$ cat src/rtl/fetch_stage.sv
// RISC-V instruction-fetch front end: PC, imem request/response, IF/ID output.
// Optional FETCH_PERF_EN adds fetch and stall performance counters.
module fetch_stage #(
    parameter int              XLEN     = 32,
    parameter logic [XLEN-1:0] RESET_PC = '0
) (
    input  logic            clk,
    input  logic            rst,
    input  logic            stall,
    input  logic            redirect_valid,
    input  logic [XLEN-1:0] redirect_pc,
    output logic            imem_req_valid,
    input  logic            imem_req_ready,
    output logic [XLEN-1:0] imem_req_addr,
    input  logic            imem_rsp_valid,
    input  logic [31:0]     imem_rsp_data,
    output logic            if_valid,
    output logic [XLEN-1:0] if_pc,
    output logic [31:0]     if_instr
`ifdef FETCH_PERF_EN
    ,
    output logic [31:0]     perf_fetch_cnt,
    output logic [31:0]     perf_stall_cnt
`endif
);

    typedef enum logic [1:0] {
        S_REQ,
        S_WAIT,
        S_HOLD,
        S_DROP
    } state_t;

    localparam logic [XLEN-1:0] PC_STEP = XLEN'(4);
    localparam logic [31:0]     NOP     = 32'h0000_0013;

    state_t          state;
    state_t          state_n;
    logic [XLEN-1:0] pc;
    logic [XLEN-1:0] pc_n;
    logic [XLEN-1:0] skid_pc;
    logic [31:0]     skid_instr;
    logic            hs;
    logic            load_rsp;
    logic            load_skid;
    logic            cap_skid;
    logic            redirect_unused;

    assign redirect_unused = ^redirect_pc[1:0];
    assign imem_req_valid  = rst && (state == S_REQ);
    assign imem_req_addr   = pc;
    assign hs              = imem_req_valid && imem_req_ready;

    // Next-state, next-pc and output-load decisions; redirect wins over all.
    always_comb begin
        state_n   = state;
        pc_n      = pc;
        load_rsp  = 1'b0;
        load_skid = 1'b0;
        cap_skid  = 1'b0;
        if (redirect_valid) begin
            pc_n = {redirect_pc[XLEN-1:2], 2'b00};
            unique case (state)
                S_REQ:   state_n = hs ? S_DROP : S_REQ;
                S_WAIT:  state_n = imem_rsp_valid ? S_REQ : S_DROP;
                S_HOLD:  state_n = S_REQ;
                default: state_n = S_DROP;
            endcase
        end else begin
            unique case (state)
                S_REQ: begin
                    if (hs) state_n = S_WAIT;
                end
                S_WAIT: begin
                    if (imem_rsp_valid) begin
                        pc_n = pc + PC_STEP;
                        if (!stall || !if_valid) begin
                            load_rsp = 1'b1;
                            state_n  = S_REQ;
                        end else begin
                            cap_skid = 1'b1;
                            state_n  = S_HOLD;
                        end
                    end
                end
                S_HOLD: begin
                    if (!stall) begin
                        load_skid = 1'b1;
                        state_n   = S_REQ;
                    end
                end
                default: begin
                    if (imem_rsp_valid) state_n = S_REQ;
                end
            endcase
        end
    end

    // State, PC and skid buffer registers.
    always_ff @(posedge clk or negedge rst) begin
        if (!rst) begin
            state      <= S_REQ;
            pc         <= RESET_PC;
            skid_pc    <= '0;
            skid_instr <= NOP;
        end else begin
            state <= state_n;
            pc    <= pc_n;
            if (cap_skid) begin
                skid_pc    <= pc;
                skid_instr <= imem_rsp_data;
            end
        end
    end

    // IF/ID output register: load, hold under stall, or drop valid.
    always_ff @(posedge clk or negedge rst) begin
        if (!rst) begin
            if_valid <= 1'b0;
            if_pc    <= '0;
            if_instr <= NOP;
        end else if (redirect_valid) begin
            if_valid <= 1'b0;
        end else if (load_rsp) begin
            if_valid <= 1'b1;
            if_pc    <= pc;
            if_instr <= imem_rsp_data;
        end else if (load_skid) begin
            if_valid <= 1'b1;
            if_pc    <= skid_pc;
            if_instr <= skid_instr;
        end else if (!stall) begin
            if_valid <= 1'b0;
        end
    end

`ifdef FETCH_PERF_EN
    // Count delivered instructions and cycles spent stalled on a valid one.
    always_ff @(posedge clk or negedge rst) begin
        if (!rst) begin
            perf_fetch_cnt <= '0;
            perf_stall_cnt <= '0;
        end else begin
            if (load_rsp || load_skid)
                perf_fetch_cnt <= perf_fetch_cnt + 32'd1;
            if (stall && if_valid)
                perf_stall_cnt <= perf_stall_cnt + 32'd1;
        end
    end
`else
    // Counters are not built in this configuration.
`endif

endmodule

$ cat config.mk
export PLATFORM = sky130hd
export DESIGN_NAME = fetch_stage
export DESIGN_NICKNAME = d
export VERILOG_FILES = /design/src/rtl/fetch_stage.sv
export SDC_FILE = /design/constraint.sdc
export NUM_CORES = 1
export LEC_CHECK = 0
export ABC_AREA = 1
export CAP_MARGIN = 20
export CORE_UTILIZATION = 51
export DETAILED_ROUTE_END_ITERATION = 7
export PLACE_DENSITY = 0.81
export SYNTH_ARGS = -nofsm -noshare
export SYNTH_HDL_FRONTEND = slang
export SYNTH_SLANG_ARGS = --single-unit
$ cat constraint.sdc
create_clock -name clk -period 1.8 [get_ports clk]
set_clock_uncertainty 0.1 [all_clocks]
set_input_delay 0.18 -clock clk [delete_from_list [all_inputs] [get_ports clk]]
set_output_delay 0.18 -clock clk [all_outputs]
set_load 0.01 [all_outputs]
==> results.cfg <==
[run_status]
status = finished, final reports clean

[floorplanning]
die_w_um = 123
die_h_um = 123
core-area_um2 = 14000
num_io_pins = 168
start_util = 0.529
num_rows = 43
die-area_um2 = 15000

[worst_hold_path]
hold_class = in -> reg
holdPathStages = 3

[route]
vias = 7079
drtPass1Iterations = 5
detail_route.vias_per_cell = 5.40
wl_per_cell_um = 16.1
drcViolationCount = 0
drtAntennaViolNets = 0
routed_wl_um = 21100
drtIter0Drc = 629

[sta]
slew_violations = 0
timing.hold.ws_ps = 233
post-route-period-util = 0.978
finalHoldViolCount = 0
timing.final.ws_setup_ps = 38.9
fin_crit_ps = 1760
setup_violations = 0
fmax_ghz = 0.568
rsz0062_at_grt = true

[worst_setup_path]
critical_path_required_ps = 1520
path_buf_inv = 2
start_kind = register
critPathMaxFanout = 2
ff2ff_path_depth = 10
crit_path_end_kind = output port
crit_path_cell_trace = buf_4 > clkdlybuf4s50_1
critPathMaxStageDelay_ps = 530
crit_arrival_ps = 1480
cpMaxStageDelayCell = clkdlybuf4s50_1
cp.depth = 2
setup.worst_path.class = reg -> out
critical-path-top-delay-family = buffers and inverters

[final_layout]
antenna_cells = 0
regArea_um2 = 3950
multi_input_area_um2 = 2910
drive_above_1_share = 0.132
area_growth_pct = 38.8
fillers = 1041
fin_util = 0.734
finalNetCount = 1190

[power]
p_leak_nw = 4.87
p_int_mw = 9.92
p_sw_mw = 5.09
clockPowerShare = 0.234
power_mw = 15.0
p_seq_frac = 0.393
vdd_ir_drop_max_mv = 0.844
p_per_area_nw_per_um2 = 1460
switching_share = 0.339
p_comb_frac = 0.373

[job]
drv_cap = 0

[logic_synthesis]
synth.distinct_cells = 35
avgSynthCellArea_um2 = 8.05
yosysWarnings = 0
ys.flop_type = dfrtp_1
synth_area_um2 = 7420
synthCells = 922
synth_edf_count = 0
synth-seq-area-share = 0.530
async_flop_share = 1.00
ys_ff_latch = 157

[placement]
dpl.hpwl_um = 14800
globalplace.congestion = 0.962
place_ws_ps = -66.1
port_buffers = 161

[clock_network]
clock_latency_ps = 430
clk_path_buf_depth = 2
clockRootBuffer = clkbuf_16
htree_levels = 4
numCtsBuffers = 17
cts.sinks = 157
cts_tree = yes
cts.clk_slew.worst_paths_ps = 60

[grt]
track_usage = 0.296
grt_start_max_net_pins = 65
overflow = 0
grt_pass1_vias = 6866
antenna_found_initial = 0
grt_pass1_wl_um = 33800
[per-layer routing]
metal	up-vias	share of wire	track usage
li1	3369	-	-
met1	3327	0.44	0.407
met2	335	0.46	0.456
met3	48	0.072	0.0590
met4	0	0.026	0.124
met5	-	0	0
[cells in the final DEF (no fill, tap or decap), types with 2 or more instances in the layout]
cell type | synthesis | final
clkbuf_1 | 20 | 2
buf_4 | 4 | 47
a21oi_2 | 9 | 9
dfrtp_1 | 151 | 139
nor2_1 | 143 | 135
nand2_1 | 242 | 239
clkinvlp_4 | 0 | 3
clkinv_2 | 0 | 5
conb_1 | 1 | 4
nand2_4 | 2 | 2
nor2_2 | 6 | 9
nand3_1 | 46 | 45
bufinv_16 | 0 | 2
nor3_1 | 4 | 4
dfstp_2 | 6 | 6
o21ai_0 | 59 | 59
o211ai_1 | 15 | 15
inv_2 | 4 | 5
nor2_4 | 1 | 6
buf_12 | 0 | 12
dfrtp_2 | 0 | 12
a211oi_1 | 3 | 3
o21ai_1 | 5 | 5
o22ai_1 | 33 | 33
clkbuf_8 | 0 | 2
a21oi_1 | 8 | 8
clkdlybuf4s50_1 | 0 | 151
o221ai_1 | 23 | 23
nand3_2 | 1 | 2
nand2_2 | 3 | 6
inv_1 | 102 | 101
dlymetal6s2s_1 | 0 | 8
clkbuf_16 | 0 | 17
and2_1 | 2 | 2
[tightest hold or removal path: cells and delay by family]
family                 cells  cell delay [ps]
and+or+nand+nor            1               70
buffers and inverters      1              400
AOI/OAI and AO/OA          1               70
[path summary, 6_finish.rpt]
kind,end,startpoint,slack [ps]
worst min register to register,skid_pc[10],skid_pc[10],370
max in group asynchronous,imem_req_addr[4],rst,590
min in group asynchronous,imem_req_addr[6],rst,250
worst max register to register,imem_req_addr[22],imem_req_addr[2],80
worst max-delay path,imem_req_addr[12],imem_req_addr[12],40
worst min-delay path,imem_req_addr[3],redirect_pc[3],230
[sequential cells by signal (all words and copies together), names as in the netlist]
register,flops
skid_instr,32
skid_pc,30
if_instr,32
state,2
imem_req_addr,30
if_valid,1
if_pc,30
[power by group through the flow]
stage	Clock [mW]	Combinational [mW]	Sequential, mW
2_1_floorplan	0	2.26	6.18
3_3_place_gp	0	5.32	5.88
3_5_place_dp	0	5.48	5.94
4_1_cts	3.54	5.60	5.88
5_1_grt	3.70	6.17	6.07
6_report	3.51	5.60	5.90
[final cells by class]
type | count | share of cell area
timing repair buffer | 221 | 0.217
multi-input combinational | 615 | 0.283
inverter | 107 | 0.0392
tap | 180 | 0.0219
sequential | 157 | 0.384
clock buffer | 21 | 0.0447
clock inverter | 11 | 0.0113
[repair_timing]
| item | in CTS | in global routing |
|---|---|---|
| hold buffers | 1 | 0 |
| buffers inserted | 7 | 0 |
| setup endpoints to repair | 11 | 32 |
| gates resized for setup | 7 | 33 |
| endpoints found under the hold margin | 62 | 0 |
[cell usage after synthesis, types with 5 or more instances]
master	instances	area, µm²
nor2_1	143	537
o221ai_1	23	201
o21ai_0	59	295
nor2_2	6	37.5
nand2_1	242	908
inv_1	102	383
o211ai_1	15	113
clkbuf_1	20	75.1
a21oi_1	8	40.0
o21ai_1	5	25.0
dfstp_2	6	158
o22ai_1	33	206
dfrtp_1	151	3780
a21oi_2	9	78.8
buf_2	17	85.1
nand3_1	46	230
[metrics by stage]
stage | setup TNS, ps | cell area [µm²] | std cells
after floorplan | 0 | 7430 | 925
after global placement | -416 | 9580 | 1272
after CTS | 0 | 10200 | 1312
after detailed placement | -1620 | 9580 | 1272
final | 0 | 10300 | 1312
after global routing | -17.5 | 10300 | 1312
[logic make-up (layout without fill, tap and decap cells)]
kind of cell | Yosys count | in the layout | synth area share
buffers and inverters | 153 | 360 | 0.0866
AOI/OAI and AO/OA | 159 | 159 | 0.137
adders and majority gates | 1 | 1 | 0.00169
DFF | 157 | 157 | 0.530
other | 1 | 4 | 0.000505
and+or+nand+nor | 451 | 451 | 0.244
Power figures use the tool's default switching activity.
